[src/rtl/fifo_rd_packer_pkg.sv]
// Shared types and helpers for the async-FIFO read-side packer.
package fifo_rd_pkg;

   typedef enum logic {
      OUT_EMPTY,
      OUT_FULL
   } out_state_t;

   function automatic int unsigned lane_cnt_w(input int unsigned lanes);
      return (lanes > 1) ? $clog2(lanes) : 1;
   endfunction

   // Mask with the low n bits set; callers truncate to their lane count.
   function automatic logic [31:0] keep_mask(input int unsigned n);
      logic [31:0] m;
      m = '0;
      for (int unsigned i = 0; i < 32; i++)
         if (i < n) m[i] = 1'b1;
      return m;
   endfunction

endpackage

[src/rtl/fifo_rd_packer_if.sv]
// FIFO show-ahead read port plus the packed valid/ready output stream.
interface fifo_rd_packer_if #(
   parameter int unsigned DSIZE = 8,
   parameter int unsigned LANES = 4
);
   logic                     rempty;
   logic [DSIZE-1:0]         rdata;
   logic                     rinc;
   logic                     out_valid;
   logic                     out_ready;
   logic [DSIZE*LANES-1:0]   out_data;
   logic [LANES-1:0]         out_keep;

   modport master (
      input  rempty, rdata, out_ready,
      output rinc, out_valid, out_data, out_keep
   );

   modport slave (
      output rempty, rdata, out_ready,
      input  rinc, out_valid, out_data, out_keep
   );
endinterface

[src/rtl/fifo_rd_packer_idle_timer.sv]
// Saturating idle counter; expire holds while the count sits at MAX.
module fifo_rd_idle_timer #(
   parameter int unsigned MAX = 15
) (
   input  logic clk,
   input  logic rst_n,
   input  logic inc,
   input  logic clr,
   output logic expire
);
   localparam int unsigned W = $clog2(MAX + 1);

   logic [W-1:0] count;

   always_ff @(posedge clk or negedge rst_n) begin
      if (!rst_n)
         count <= '0;
      else if (clr)
         count <= '0;
      else if (inc && (count != W'(MAX)))
         count <= count + W'(1);
   end

   assign expire = (count == W'(MAX));
endmodule

[src/rtl/fifo_rd_packer.sv]
// Packs LANES consecutive FIFO entries into one output word (lane 0 = oldest).
// FIFO_RDR_FLUSH_EN adds an idle-timeout flush of partially packed words.
module fifo_rd_packer
   import fifo_rd_pkg::*;
#(
   parameter int unsigned DSIZE    = 8,
   parameter int unsigned LANES    = 4,
   parameter int unsigned IDLE_MAX = 15
) (
   input  logic             rclk,
   input  logic             rrst_n,
   fifo_rd_packer_if.master bus
);
   localparam int unsigned    CW   = lane_cnt_w(LANES);
   localparam logic [CW-1:0]  LAST = CW'(LANES - 1);

   out_state_t                     state, state_nxt;
   logic [CW-1:0]                  cnt;
   logic [LANES-2:0][DSIZE-1:0]    acc;
   logic                           load;
   logic                           final_cap;

   assign bus.out_valid = (state == OUT_FULL);

   // Only the final lane needs the output register free; earlier lanes land in acc.
   assign bus.rinc = rrst_n && !bus.rempty &&
                     !((cnt == LAST) && bus.out_valid && !bus.out_ready);

   assign final_cap = bus.rinc && (cnt == LAST);

`ifdef FIFO_RDR_FLUSH_EN
   logic                           expire;
   logic                           flush_fire;
   logic [LANES-2:0][DSIZE-1:0]    acc_masked;

   fifo_rd_idle_timer #(
      .MAX (IDLE_MAX)
   ) u_idle_timer (
      .clk    (rclk),
      .rst_n  (rrst_n),
      .inc    ((cnt != '0) && bus.rempty),
      .clr    (bus.rinc || flush_fire),
      .expire (expire)
   );

   assign flush_fire = expire && !bus.rinc && (cnt != '0) &&
                       (!bus.out_valid || bus.out_ready);

   // acc lanes at or above cnt may hold stale data from an earlier word.
   always_comb begin
      acc_masked = '0;
      for (int unsigned i = 0; i < LANES - 1; i++)
         if (i < 32'(cnt)) acc_masked[i] = acc[i];
   end

   assign load = final_cap || flush_fire;
`else
   assign load = final_cap;
`endif

   always_comb begin
      state_nxt = state;
      unique case (state)
         OUT_EMPTY: if (load) state_nxt = OUT_FULL;
         OUT_FULL:  if (!load && bus.out_ready) state_nxt = OUT_EMPTY;
         default:   state_nxt = OUT_EMPTY;
      endcase
   end

   always_ff @(posedge rclk or negedge rrst_n) begin
      if (!rrst_n) begin
         state        <= OUT_EMPTY;
         cnt          <= '0;
         acc          <= '0;
         bus.out_data <= '0;
         bus.out_keep <= '0;
      end else begin
         state <= state_nxt;
         if (bus.rinc) begin
            if (cnt == LAST) begin
               bus.out_data <= {bus.rdata, acc};
               bus.out_keep <= '1;
               cnt          <= '0;
            end else begin
               acc[cnt] <= bus.rdata;
               cnt      <= cnt + CW'(1);
            end
         end
`ifdef FIFO_RDR_FLUSH_EN
         else if (flush_fire) begin
            bus.out_data <= {{DSIZE{1'b0}}, acc_masked};
            bus.out_keep <= LANES'(keep_mask(32'(cnt)));
            cnt          <= '0;
         end
`endif
      end
   end
endmodule

[src/flat_wrapper.sv]
// flat-port wrapper written by rule: the top's interface ports become plain ports
module fifo_rd_packer_flat import fifo_rd_pkg::*;
#(
   parameter int unsigned DSIZE    = 8,
   parameter int unsigned LANES    = 4,
   parameter int unsigned IDLE_MAX = 15
)
  (rclk, rrst_n, bus_rempty, bus_rdata, bus_out_ready, bus_rinc, bus_out_valid, bus_out_data, bus_out_keep);
  fifo_rd_packer_if #(.DSIZE(DSIZE), .LANES(LANES)) bus_i ();
  input  logic rclk;
  input  logic rrst_n;
  input wire logic [$bits(bus_i.rempty)-1:0] bus_rempty;
  input wire logic [$bits(bus_i.rdata)-1:0] bus_rdata;
  input wire logic [$bits(bus_i.out_ready)-1:0] bus_out_ready;
  output wire logic [$bits(bus_i.rinc)-1:0] bus_rinc;
  output wire logic [$bits(bus_i.out_valid)-1:0] bus_out_valid;
  output wire logic [$bits(bus_i.out_data)-1:0] bus_out_data;
  output wire logic [$bits(bus_i.out_keep)-1:0] bus_out_keep;
  assign bus_i.rempty = bus_rempty;
  assign bus_i.rdata = bus_rdata;
  assign bus_i.out_ready = bus_out_ready;
  assign bus_rinc = bus_i.rinc;
  assign bus_out_valid = bus_i.out_valid;
  assign bus_out_data = bus_i.out_data;
  assign bus_out_keep = bus_i.out_keep;
  fifo_rd_packer #(.DSIZE(DSIZE), .LANES(LANES), .IDLE_MAX(IDLE_MAX)) u_core (.rclk(rclk), .rrst_n(rrst_n), .bus(bus_i));
endmodule
[config.mk]
export PLATFORM = sky130hd
export DESIGN_NAME = fifo_rd_packer_flat
export DESIGN_NICKNAME = d
export VERILOG_FILES = /design/src/rtl/fifo_rd_packer_pkg.sv /design/src/rtl/fifo_rd_packer_if.sv /design/src/rtl/fifo_rd_packer_idle_timer.sv /design/src/rtl/fifo_rd_packer.sv /design/src/flat_wrapper.sv
export SDC_FILE = /design/constraint.sdc
export NUM_CORES = 1
export LEC_CHECK = 0
export ABC_AREA = 1
export BUFFER_PORTS_ARGS = -buffer_cell sky130_fd_sc_hd__buf_2
export CORE_ASPECT_RATIO = 0.5
export CORE_MARGIN = 5
export CORE_UTILIZATION = 49
export CTS_CLUSTER_SIZE = 40
export DETAILED_ROUTE_END_ITERATION = 7
export PLACE_DENSITY = 0.73
export REMOVE_ABC_BUFFERS = 1
export SLEW_MARGIN = 20
export SYNTH_ARGS = -nofsm -noshare
export SYNTH_HDL_FRONTEND = slang
export SYNTH_HIERARCHICAL = 1
export SYNTH_SLANG_ARGS = --single-unit
[constraint.sdc]
create_clock -name rclk -period 1.2 [get_ports rclk]
set_input_delay 0.24 -clock rclk [delete_from_list [all_inputs] [get_ports rclk]]
set_output_delay 0.24 -clock rclk [all_outputs]
set_load 0.05 [all_outputs]
# Word-level counts from Yosys, hierarchy flattened
# Index checks and enable logic that the tools add are counted.
# W data, S select, Z words.
# word_totals
inputBits	12
reg_bits	60
ramBits	0
mem_count	0
output_inout_bits	38
latch_bits	0
mem_bits_ro	0
word_cells	33
# op_classes
eq_ne	1
order_cmp	2
shifts	0
mul	0
mux	7
bitwise_logic	2
div_mod_pow	0
addsub	1
reduce_logical	13
# ops
operator	n
$bwmux W24	1
$demux W8 S2	1
$mux W8	1
$logic_and A1 B1 Y1	7
$logic_not A1 Y1	4
$reduce_and A2 Y1	2
$lt A2 B3 Y1 const B	1
$add A2 B1 Y2 const B	1
$eq A2 B2 Y1 const B	1
$ge A2 B1 Y1 const B	1
$mux W1	2
$mux W2	1
$not A1 Y1	2
$pmux W1 S2	1

# Logic depth before layout (Yosys ltp)
# Gate-level depths: netlist of run 1.
# logic_depth
ltp_word	10
ltp_mapped	6
depth_no_buf	5

# Least setup slack after synthesis of run 1
# No wires, ideal clock.
# synth_path
kind	register to output
from	reg u_core.cnt[0]
to	out bus_rinc
slack_ns	-0.270
arrival_ns	1.230
path_stages_with_launch	6
n_path_buf	1
t_required_ns	0.960
path_cell_list	dfrtp_1 -> ha_1 -> buf_4 -> nand3_1 -> nand2_1 -> inv_1
# synth_via
elab_chain_cells	5
# synth_rtl
element	line	text
start: declaration	fifo_rd_packer.sv:18	logic [CW-1:0] cnt;
start signal: assignment	fifo_rd_packer.sv:86	cnt <= cnt + CW'(1);
$eq A2 B2 Y1	fifo_rd_packer.sv:27	!((cnt == LAST) && bus.out_valid && !bus.out_ready);
$logic_and A1 B1 Y1 (2 in a row)	fifo_rd_packer.sv:27	
$logic_not A1 Y1	fifo_rd_packer.sv:27	
$logic_and A1 B1 Y1	fifo_rd_packer.sv:26	assign bus.rinc = rrst_n && !bus.rempty &&
end: declaration	flat_wrapper.sv:15	output wire logic [$bits(bus_i.rinc)-1:0] bus_rinc;
# Every way passes these cells.

# Final worst setup path of run 1
# layout_path
from	reg u_core.cnt[1]
to	reg u_core.bus.out_data[16]
# layout_via
elab_chain_cells	6
# layout_rtl
element	line	text
$eq A2 B2 Y1 (*)	fifo_rd_packer.sv:27, fifo_rd_packer.sv:80	
$logic_and A1 B1 Y1 (2 in a row)	fifo_rd_packer.sv:27	
$logic_not A1 Y1	fifo_rd_packer.sv:27	
$logic_and A1 B1 Y1	fifo_rd_packer.sv:26	
$reduce_and A2 Y1 (no source line) (*)	n/a	
end signal: assignment	fifo_rd_packer.sv:81	bus.out_data <= {bus.rdata, acc};
end: declaration	fifo_rd_packer_if.sv:16	output rinc, out_valid, out_data, out_keep
# Every way passes the cells marked *; elsewhere a longest branch is shown, timed or not.
# A chain may end at the register's enable or synchronous reset.

==> results of run 1 <==
## cells by family (layout without fill, tap and decap cells)
group	Yosys count	in the layout	synth area share [%]
simple gates	184	184	33.5
flops	60	60	57.9
buf+inv	31	107	6.61
fa+ha+maj	4	4	1.93
## state kept, by name (all words and copies together) (netlist names)
name and flops:
u_core/acc 24, u_core/cnt 2, u_core/bus.out_data 32, u_core/bus.out_keep 1
u_core/bus.out_valid 1
## metrics by stage
stage | hold WS, ns | total power, uW | setup TNS (ns)
floorplan | -0.0556 | 6200 | -46.18
global placement | 0.435 | 7360 | -2.45
detailed placement | 0.449 | 7490 | -4.29
CTS | 0.0839 | 10200 | -9.15
global route | 0.125 | 11300 | -18.04
finish | 0.0657 | 10800 | -15.13
## cells in the mapped netlist
cell / number
nand2_1: 120
dfrtp_1: 60
nand4_1: 56
buf_2: 14
buf_4: 6
inv_1: 6
nand3_1: 6
ha_1: 4
buf_6: 2
clkbuf_1: 2
inv_2: 1
nand3_4: 1
nor2_8: 1
## layout by cell type, fill, tap and decap left out, drive strengths merged
master	netlist	final
nand2	120	120
buf	22	82
dfrtp	60	60
nand4	56	56
clkbuf	2	11
nand3	7	7
inv	7	6
clkinv	0	5
ha	4	4
bufinv	0	2
clkinvlp	0	1
nor2	1	1
## layer usage
layer / up-vias / routed length, um / global-route usage (%)
met5: - / 0 / 0
met4: 0 / 252 / 7.71
met3: 34 / 685 / 8.44
met2: 149 / 3890 / 38.4
met1: 1220 / 2920 / 28.1
li1: 1096 / - / -
## worst max-delay path, cell delays in order, from the launching register on
cell	delay, ns
dfrtp_1	0.40
ha_4	0.17
buf_4	0.11
buf_6	0.11
nand3_4	0.17
buf_12	0.20
buf_16	0.14
nand2_1	0.08
nand2_1	0.07
## final cells by class
class	instances	area (um^2)
clock buffers	9	124
clock inverters	7	91.3
fillers	312	1240
inverters	7	38.8
multi-input cells	188	1100
flip-flops and latches	60	1500
well taps	70	87.6
repair buffers	84	846
## power by group
| group | total, uW | internal, uW | switching (uW) |
|---|---|---|---|
| combinational | 5200 | 1810 | 3390 |
| clock | 1980 | 1160 | 822 |
| sequential | 3590 | 2940 | 652 |
## what timing repair did
item	4_1_cts	5_1_grt
gates cloned	3	1
resized for setup	74	73
setup buffers	9	4
setup endpoints to repair	73	86
pin swaps	25	11
## path summary, 6_finish.rpt
kind                                                 from                             endpoint  slack (ns)
worst max-delay path            u_core/cnt[1]$_DFFE_PN0P_  u_core/bus.out_data[16]$_DFFE_PN0P_       -0.38
worst min-delay path                               rrst_n            u_core/acc[4]$_DFFE_PN0P_        0.07
worst max register to register  u_core/cnt[1]$_DFFE_PN0P_  u_core/bus.out_data[16]$_DFFE_PN0P_       -0.38
worst min register to register  u_core/acc[8]$_DFFE_PN0P_            u_core/acc[8]$_DFFE_PN0P_        0.48
max in group asynchronous                          rrst_n   u_core/bus.out_keep[0]$_DFFE_PN0P_        0.59
min in group rclk                            bus_rdata[6]            u_core/acc[6]$_DFFE_PN0P_        0.19
==> impl_metrics.tcl, run 1 <==
set metrics [dict create \
    status "finished with violations" \
    violations "setup timing" \
    finalSetupViolations 61 \
    hold_viol 0 \
    place_area_um2 3020 \
    fin_cells 425 \
    max_slew.worst_pin.slew_ns 0.771 \
    cp-start-kind "flip-flop" \
    final_util_pct 75.4 \
    cts.reportedPaths.clkPinSlew_ns 0.07 \
    post-place-ws_ns -0.248 \
    diodes 0 \
    drive_above_1_share_pct 43.1 \
    ctsHoldBuffers 0 \
    clockBufferDepth 2 \
    rsz0062_at_grt "yes" \
    grt_use_total_pct 22.8 \
    rr_worst_depth 8 \
    final_area_um2 3790 \
    row_count 18 \
    end_kind "flip-flop" \
    crit_type "reg2reg" \
    vias_per_cell 5.88 \
    post-route-drc-count 0 \
    synth_top_area_share_pct 57.9 \
    slew_headroom_pct 48.6 \
    antenna_found_initial 0 \
    dp_hpwl_um 4160 \
    critPathArrivalTime_ns 1.80 \
    skew_ns 0.00533 \
    wl_um 7740 \
    drt_iter0_markers 341 \
    powerDensity_nw_per_um2 2840 \
    timing.critical_path.fanout_max 11 \
    postRouteAntennaNets 0 \
    die_h_um 61.4 \
    num_vias 2499 \
    synth_area_leaders "dfrtp_1 (58%), nand2_1 (17%), nand4_1 (14%), buf_2 (2.7%), ha_1 (1.9%)" \
    cts_num_sinks 60 \
    hp-class "in2async" \
    cts_made_buffers 9 \
    synth_area_leader_cell "dfrtp_1" \
    syn_inst 279 \
    fin_crit_ns 1.58 \
    place_inst 400 \
    syn2layout_area_growth_pct 46.1 \
    die_w_um 113 \
    gp_congestion 0.785 \
    ys_types 13 \
    slew_violations 0 \
    p_leak_uw 0.00195 \
    cts_max_level 3 \
    synth_seq_cells 60 \
    seq_area_frac_synth_pct 57.9 \
    dr.pass1.iters 5 \
    io_pins 50 \
    grt_pass1_vias 2429 \
    period_share_pct 131 \
    layout_setup_ws_ns -0.377 \
    core_area_um2 5020 \
    vdd_ir_drop_max_mv 1.50 \
    clock-root-buffer "clkbuf_8" \
    grt_max_degree 61 \
    max_cap_viol_count 0 \
    initial_utilization_pct 51.6 \
    synth_area_um2 2590 \
    grt_pass1_wl_um 12100 \
    overflow 0 \
    die_area_um2 6930 \
    port_buffers 49 \
    nets 366 \
    wl_per_cell_um 18.2 \
    postSynthAreaPerCell_um2 9.29 \
    tritoncts "done" \
    synth_warnings 6 \
    fmax_mhz 634 \
    cp.required_ns 1.42 \
    clk_latency_ns 0.34 \
]
No activity file was read; power rests on OpenSTA's default activity.
==> run 2, diff against run 1 <==
Settings changed: HOLD_SLACK_MARGIN set to 0.15.
==> run 2 against run 1 <==
The flow still finishes with violations (setup timing). Global-route usage about the same. Critical path depth decreased by 3. Core utilization increased by 0.97 points. Fmax increased by 4.4%. Non-clock buffer count increased by 6. Largest cell class unchanged. Highest routed layer unchanged.
==> impl_metrics.tcl, run 2 (synthesis gave the netlist of run 1 again) <==
set metrics [dict create \
    status "finished with violations" \
    violations "setup timing" \
    powerDensity_nw_per_um2 2820 \
    grt_pass1_wl_um 12100 \
    cts.reportedPaths.clkPinSlew_ns 0.07 \
    period_share_pct 126 \
    clock-root-buffer "clkbuf_8" \
    die_area_um2 6930 \
    num_vias 2448 \
    drive_above_1_share_pct 42.9 \
    clockBufferDepth 2 \
    diodes 0 \
    overflow 0 \
    io_pins 50 \
    critPathArrivalTime_ns 1.27 \
    vias_per_cell 5.68 \
    wl_um 7750 \
    rsz0062_at_grt "yes" \
    cts_made_buffers 9 \
    netSwitchingFraction_pct 44.9 \
    p_switching_uw 4850 \
    port_buffers 49 \
    p_leak_uw 0.00197 \
    slew_violations 0 \
    core_area_um2 5020 \
    drt_iter0_markers 236 \
    largest_register "u_core/bus.out_data" \
    cp_slowest_stage_delay_ns 0.42 \
    syn2layout_area_growth_pct 48.0 \
    skew_ns 0.00586 \
    grt_pass1_vias 2441 \
    top_regs "u_core/bus.out_data: 32 flops, u_core/acc: 24 flops, u_core/cnt: 2 flops" \
    largest_reg_flops 32 \
    fin_crit_ns 1.51 \
    postRouteAntennaNets 0 \
    finalSetupViolations 62 \
    place_inst 400 \
    mostFrequentLayoutCell "nand2_1" \
    row_count 18 \
    critPathSlowestCell "dfrtp_1" \
    seq_power_share_pct 33.2 \
    post-route-drc-count 0 \
    initial_utilization_pct 51.6 \
    slew_headroom_pct 62.6 \
    die_h_um 61.4 \
    max_cap_viol_count 0 \
    vdd_ir_drop_max_mv 1.44 \
    max_slew.worst_pin.slew_ns 0.561 \
    cts_max_level 3 \
    fin_cells 431 \
    end_kind "output pin" \
    wl_per_cell_um 18.0 \
    gp_congestion 0.785 \
    path_cells "ha_4 > nand3_4 > nand2_2 > inv_2 > buf_8" \
    internal_power_uw 5960 \
    cp-start-kind "flip-flop" \
    grt_use_total_pct 22.8 \
    hold_viol 0 \
    hp-class "in2reg" \
    layout_setup_ws_ns -0.311 \
    hold_ws_ns 0.190 \
    antenna_found_initial 0 \
    crit_type "reg2out" \
    cts_num_sinks 60 \
    timing.critical_path.fanout_max 2 \
    clkPwrFrac_pct 18.5 \
    n_fill_cell 300 \
    die_w_um 113 \
    grt_max_degree 61 \
    layout_common_cells "nand2_1 (87), dfrtp_1 (58), nand4_1 (56)" \
    combPwrFrac_pct 48.3 \
    fmax_mhz 662 \
    dp_hpwl_um 4160 \
    nets 372 \
    cp.required_ns 0.96 \
    tritoncts "done" \
    clk_latency_ns 0.34 \
    dr.pass1.iters 4 \
]
[run 2: cell count changes in the layout (fill, tap and decap cells not counted), moves of 2 or more]
cell     delta
nand2_2     -3
buf_6       +2
nand2_1     +4
buf_4       +5
[run 2: metrics by stage]
step                total power [uW]  worst slack [ns]  utilization (%)  TNS (ns)  cell area (um^2)
floorplan                       6200            -0.754                -    -46.18              2450
global placement                7360            -0.135             60.2     -2.45              3020
detailed placement              7490            -0.248             60.2     -4.29              3020
CTS                            10200            -0.287             72.5     -9.15              3640
global route                   11300            -0.368             76.4    -17.60              3830
finish                         10800            -0.311             76.4    -13.90              3830
[run 2: worst paths after layout]
path	from	to	slack, ns	cells after the start
max reg2reg	u_core/cnt[0]$_DFFE_PN0P_	u_core/bus.out_data[16]$_DFFE_PN0P_	-0.30	8
max in group asynchronous	rrst_n	u_core/bus.out_keep[0]$_DFFE_PN0P_	0.18	3
max	u_core/cnt[0]$_DFFE_PN0P_	bus_rinc	-0.31	5
min	bus_rdata[6]	u_core/acc[6]$_DFFE_PN0P_	0.19	3
min in group asynchronous	rrst_n	u_core/bus.out_valid$_DFF_PN0_	0.56	3
min reg2reg	u_core/bus.out_data[8]$_DFFE_PN0P_	u_core/bus.out_data[8]$_DFFE_PN0P_	0.47	2
[run 2: layer usage]
metal / wire length (um) / vias to the layer above / global-route usage [%]
met1: 3160 / 1209 / 28.6
li1: - / 1108 / -
met5: 0 / - / 0
met2: 3830 / 111 / 39.0
met4: 197 / 0 / 7.36
met3: 559 / 20 / 7.26
[run 2: cell type report]
type | count | area, um^2 | share of cell area (%)
flip-flops and latches | 60 | 1500 | 39.2
multi-input cells | 188 | 1090 | 28.5
repair buffers | 90 | 898 | 23.4
clock buffers | 9 | 124 | 3.23
clock inverters | 7 | 91.3 | 2.38
well taps | 70 | 87.6 | 2.28
inverters | 7 | 38.8 | 1.01
[run 2: what timing repair did]
item / in CTS / in global routing
gates resized for setup: 74 / 76
cloned: 3 / 0
setup buffers: 9 / 6
pin swaps: 25 / 11
hold buffers: 1 / 0
hold endpoints to repair: 60 / 0
setup endpoints to repair: 73 / 146
[run 2: critical path: cells and delay by family, from the launching register on]
| family | cells | cell delay, ns |
|---|---|---|
| AND/OR/NAND/NOR | 2 | 0.12 |
| flip-flops | 1 | 0.42 |
| buffers and inverters | 2 | 0.19 |
| adder cells (fa/ha/maj) | 1 | 0.19 |
[run 2: power by group through the flow]
stage	Clock, uW	Combinational [uW]	Sequential, uW
2_1_floorplan	0	1120	5090
3_3_place_gp	0	3970	3390
3_5_place_dp	0	4070	3420
4_1_cts	1990	4720	3450
5_1_grt	2120	5530	3680
6_report	1990	5220	3590
==> run 3, diff against run 2 <==
Settings changed: ABC_AREA 1 to unset, CORE_UTILIZATION 49 to 48, PLACE_DENSITY 0.73 to 0.72.
==> run 3 against run 2 <==
The flow still finishes with violations (setup timing). Worst hold slack gained 0.018 ns. Non-clock buffer count down 20. Area after synthesis decreased by 8.3%. Global-route usage fell by 7.5 points. Clock power fell by 29%. Via count shrank 42%. Synthesized cell count decreased by 48%. Register-to-register slack got worse by 0.19 ns. Core utilization shrank 7.1 points. Setup slack worse by 0.18 ns. Critical endpoint is now u_core/bus.out_data[0]$_DFFE_PN0P_. Largest cell class unchanged. Highest routed layer unchanged.
==> impl_metrics.tcl, run 3 <==
set metrics [dict create \
    status "finished with violations" \
    violations "setup timing" \
    top_regs "u_core/bus.out_data: 32 flops, u_core/acc: 24 flops, u_core/cnt: 2 flops" \
    diodes 0 \
    synth_area_um2 2380 \
    num_vias 1410 \
    synthSimpleGateAreaFrac_pct 2.11 \
    crit_type "reg2reg" \
    largest_reg_flops 32 \
    slew_headroom_pct 72.5 \
    tritoncts "done" \
    syn_inst 145 \
    use_met3_pct 4.96 \
    grt_use_total_pct 15.4 \
    p_leak_uw 0.00163 \
    row_count 18 \
    synth_compound_area_share_pct 1.63 \
    grt_pass1_wl_um 7490 \
    final_util_pct 69.3 \
    synth_seq_cells 60 \
    clk_latency_ns 0.32 \
    skew_ns 0.00682 \
    min_from "bus_rdata[1]" \
    hp-class "in2reg" \
    cts_num_sinks 60 \
    die_area_um2 6540 \
    dr.pass1.iters 3 \
    n_fill_cell 328 \
    io_pins 50 \
    hold_ws_ns 0.208 \
    largest_register "u_core/bus.out_data" \
    hold_viol 0 \
    synth_flop_cell "dfrtp_1" \
    postSynthAreaPerCell_um2 16.4 \
    overflow 0 \
    synth_area_leaders "dfrtp_1 (63%), mux2_2 (27%), ha_1 (2.1%), buf_4 (1.9%), buf_6 (1.4%)" \
    cts.reportedPaths.clkPinSlew_ns 0.06 \
    hold-path-endpoint "u_core/acc[17]$_DFFE_PN0P_" \
    initial_utilization_pct 48.8 \
    synth_common_cells "dfrtp_1 (60), mux2_2 (57), buf_4 (6)" \
    use_met1_pct 19.7 \
    slew_violations 0 \
    synth_top_area_share_pct 63.2 \
    wl_per_cell_um 16.4 \
    dp_hpwl_um 2960 \
    fmax_mhz 591 \
    clockBufferDepth 2 \
    critPathArrivalTime_ns 1.89 \
    grt_pass1_vias 1489 \
    synth_area_leader_cell "dfrtp_1" \
    end_kind "flip-flop" \
    post-route-drc-count 0 \
    ys_types 15 \
    fin_crit_ns 1.69 \
    min_path_cells 2 \
    antenna_found_initial 0 \
    r2r_end "u_core/bus.out_data[0]$_DFFE_PN0P_" \
    layout_setup_ws_ns -0.493 \
    reg2reg_from "u_core/cnt[0]$_DFFE_PN0P_" \
    async_flop_share_pct 100 \
    fin_setup_tns_ns -24.12 \
    vias_per_cell 4.85 \
    wl_um 4770 \
    synth-xor-area-share_pct 0 \
    synth_top_family_by_area "multiplexers" \
    synth_warnings 6 \
    cp.required_ns 1.40 \
    mostFrequentLayoutCell "dfrtp_1" \
    layout_common_cells "dfrtp_1 (59), mux2_4 (45), clkbuf_4 (23)" \
    grt_max_degree 48 \
    period_share_pct 141 \
    port_buffers 49 \
    powerDensity_nw_per_um2 3020 \
    clock-root-buffer "clkbuf_8" \
    drive_above_1_share_pct 67.4 \
    timing.critical_path.fanout_max 13 \
    drt_iter0_markers 39 \
    max_cap_viol_count 0 \
    die_h_um 59.8 \
    postRouteAntennaNets 0 \
    cts_max_level 3 \
    rr_worst_depth 7 \
    syn2layout_area_growth_pct 41.9 \
    cts_made_buffers 9 \
    rsz0062_at_grt "yes" \
    post-place-ws_ns -0.555 \
    grtUsageMet2_pct 24.5 \
    gp_congestion 0.709 \
    vdd_ir_drop_max_mv 1.41 \
    cp-start-kind "flip-flop" \
    synth_edf_count 0 \
    finalSetupViolations 62 \
    grt-busiest-layer "met2" \
    ff2ff_setup_slack_ns -0.49 \
    core_area_um2 4860 \
    seq_area_frac_synth_pct 63.2 \
    synth_most_common_cell "dfrtp_1" \
    synth_fa_ha_area_share_pct 2.11 \
    die_w_um 110 \
    max_slew.worst_pin.slew_ns 0.412 \
    nets 233 \
    synthMuxAreaShare_pct 27.0 \
]
## run 3: cell types whose count changed after synthesis, sizes merged, moves of 2 or more
cell,change
nand2,-119
mux2,+57
nand4,-56
buf,-13
nand3,-7
and2,+3
inv,-3
clkbuf,-2
## run 3: metrics by stage
stage | instances | instance area (um^2) | total power (uW)
floorplan | 136 | 2300 | 6560
global placement | 272 | 2810 | 7590
finish | 291 | 3370 | 10200
CTS | 292 | 3170 | 9620
detailed placement | 272 | 2810 | 7740
global route | 291 | 3370 | 10700
## run 3: cell type report
type                    count  area [um^2]  share of cell area [%]
flip-flops and latches     60         1500                    44.6
clock inverters             3         15.0                   0.445
inverters                   4         17.5                   0.520
well taps                  70         87.6                    2.60
multi-input cells          72          990                    29.4
clock buffers              12          135                    4.01
repair buffers             70          623                    18.5
## run 3: cell families (layout without fill, tap and decap cells)
logic type / after synthesis / count (layout)
flip-flops: 60 / 60
multiplexers: 57 / 57
buffers and inverters: 13 / 89
AND/OR/NAND/NOR: 7 / 7
adder cells (fa/ha/maj): 4 / 4
AO/OA/AOI/OAI: 4 / 4
## run 3: how the worst max path moves through the flow
stage,startpoint,endpoint,slack [ns],cells after the start
2_1_floorplan,u_core/bus.out_valid$_DFF_PN0_,u_core/bus.out_data[24]$_DFFE_PN0P_,-0.98,2
3_3_place_gp,u_core/cnt[0]$_DFFE_PN0P_,u_core/acc[22]$_DFFE_PN0P_,-0.49,5
3_5_place_dp,u_core/cnt[0]$_DFFE_PN0P_,u_core/acc[23]$_DFFE_PN0P_,-0.55,5
4_1_cts,u_core/cnt[0]$_DFFE_PN0P_,u_core/bus.out_data[27]$_DFFE_PN0P_,-0.46,7
5_1_grt,u_core/cnt[0]$_DFFE_PN0P_,u_core/bus.out_data[0]$_DFFE_PN0P_,-0.53,7
6_report,u_core/cnt[0]$_DFFE_PN0P_,u_core/bus.out_data[0]$_DFFE_PN0P_,-0.49,7
## run 3: routing by layer
layer	vias up	part of all wire [%]
li1	645	-
met1	733	47
met2	28	48
met3	4	3.5
met4	0	1.1
met5	-	0
## run 3: worst max-delay path, cell delays in order (launching register included)
cell	delay, ns
dfrtp_1	0.40
ha_4	0.17
buf_6	0.11
inv_4	0.03
a211oi_4	0.20
buf_6	0.16
buf_12	0.14
mux2_2	0.34
## run 3: repair_timing
| item | 4_1_cts | 5_1_grt |
|---|---|---|
| endpoints found under the hold margin | 60 | 0 |
| cloned | 2 | 0 |
| setup buffers | 2 | 0 |
| resized for setup | 42 | 68 |
| pin swaps | 2 | 2 |
| hold buffers | 1 | 0 |
| endpoints found under the setup margin | 69 | 138 |
## run 3: where the power goes
group	total (uW)	internal, uW	switching (uW)
registers	3590	3000	598
logic	5160	2250	2910
clock network	1410	728	687
total	10200	5970	4200
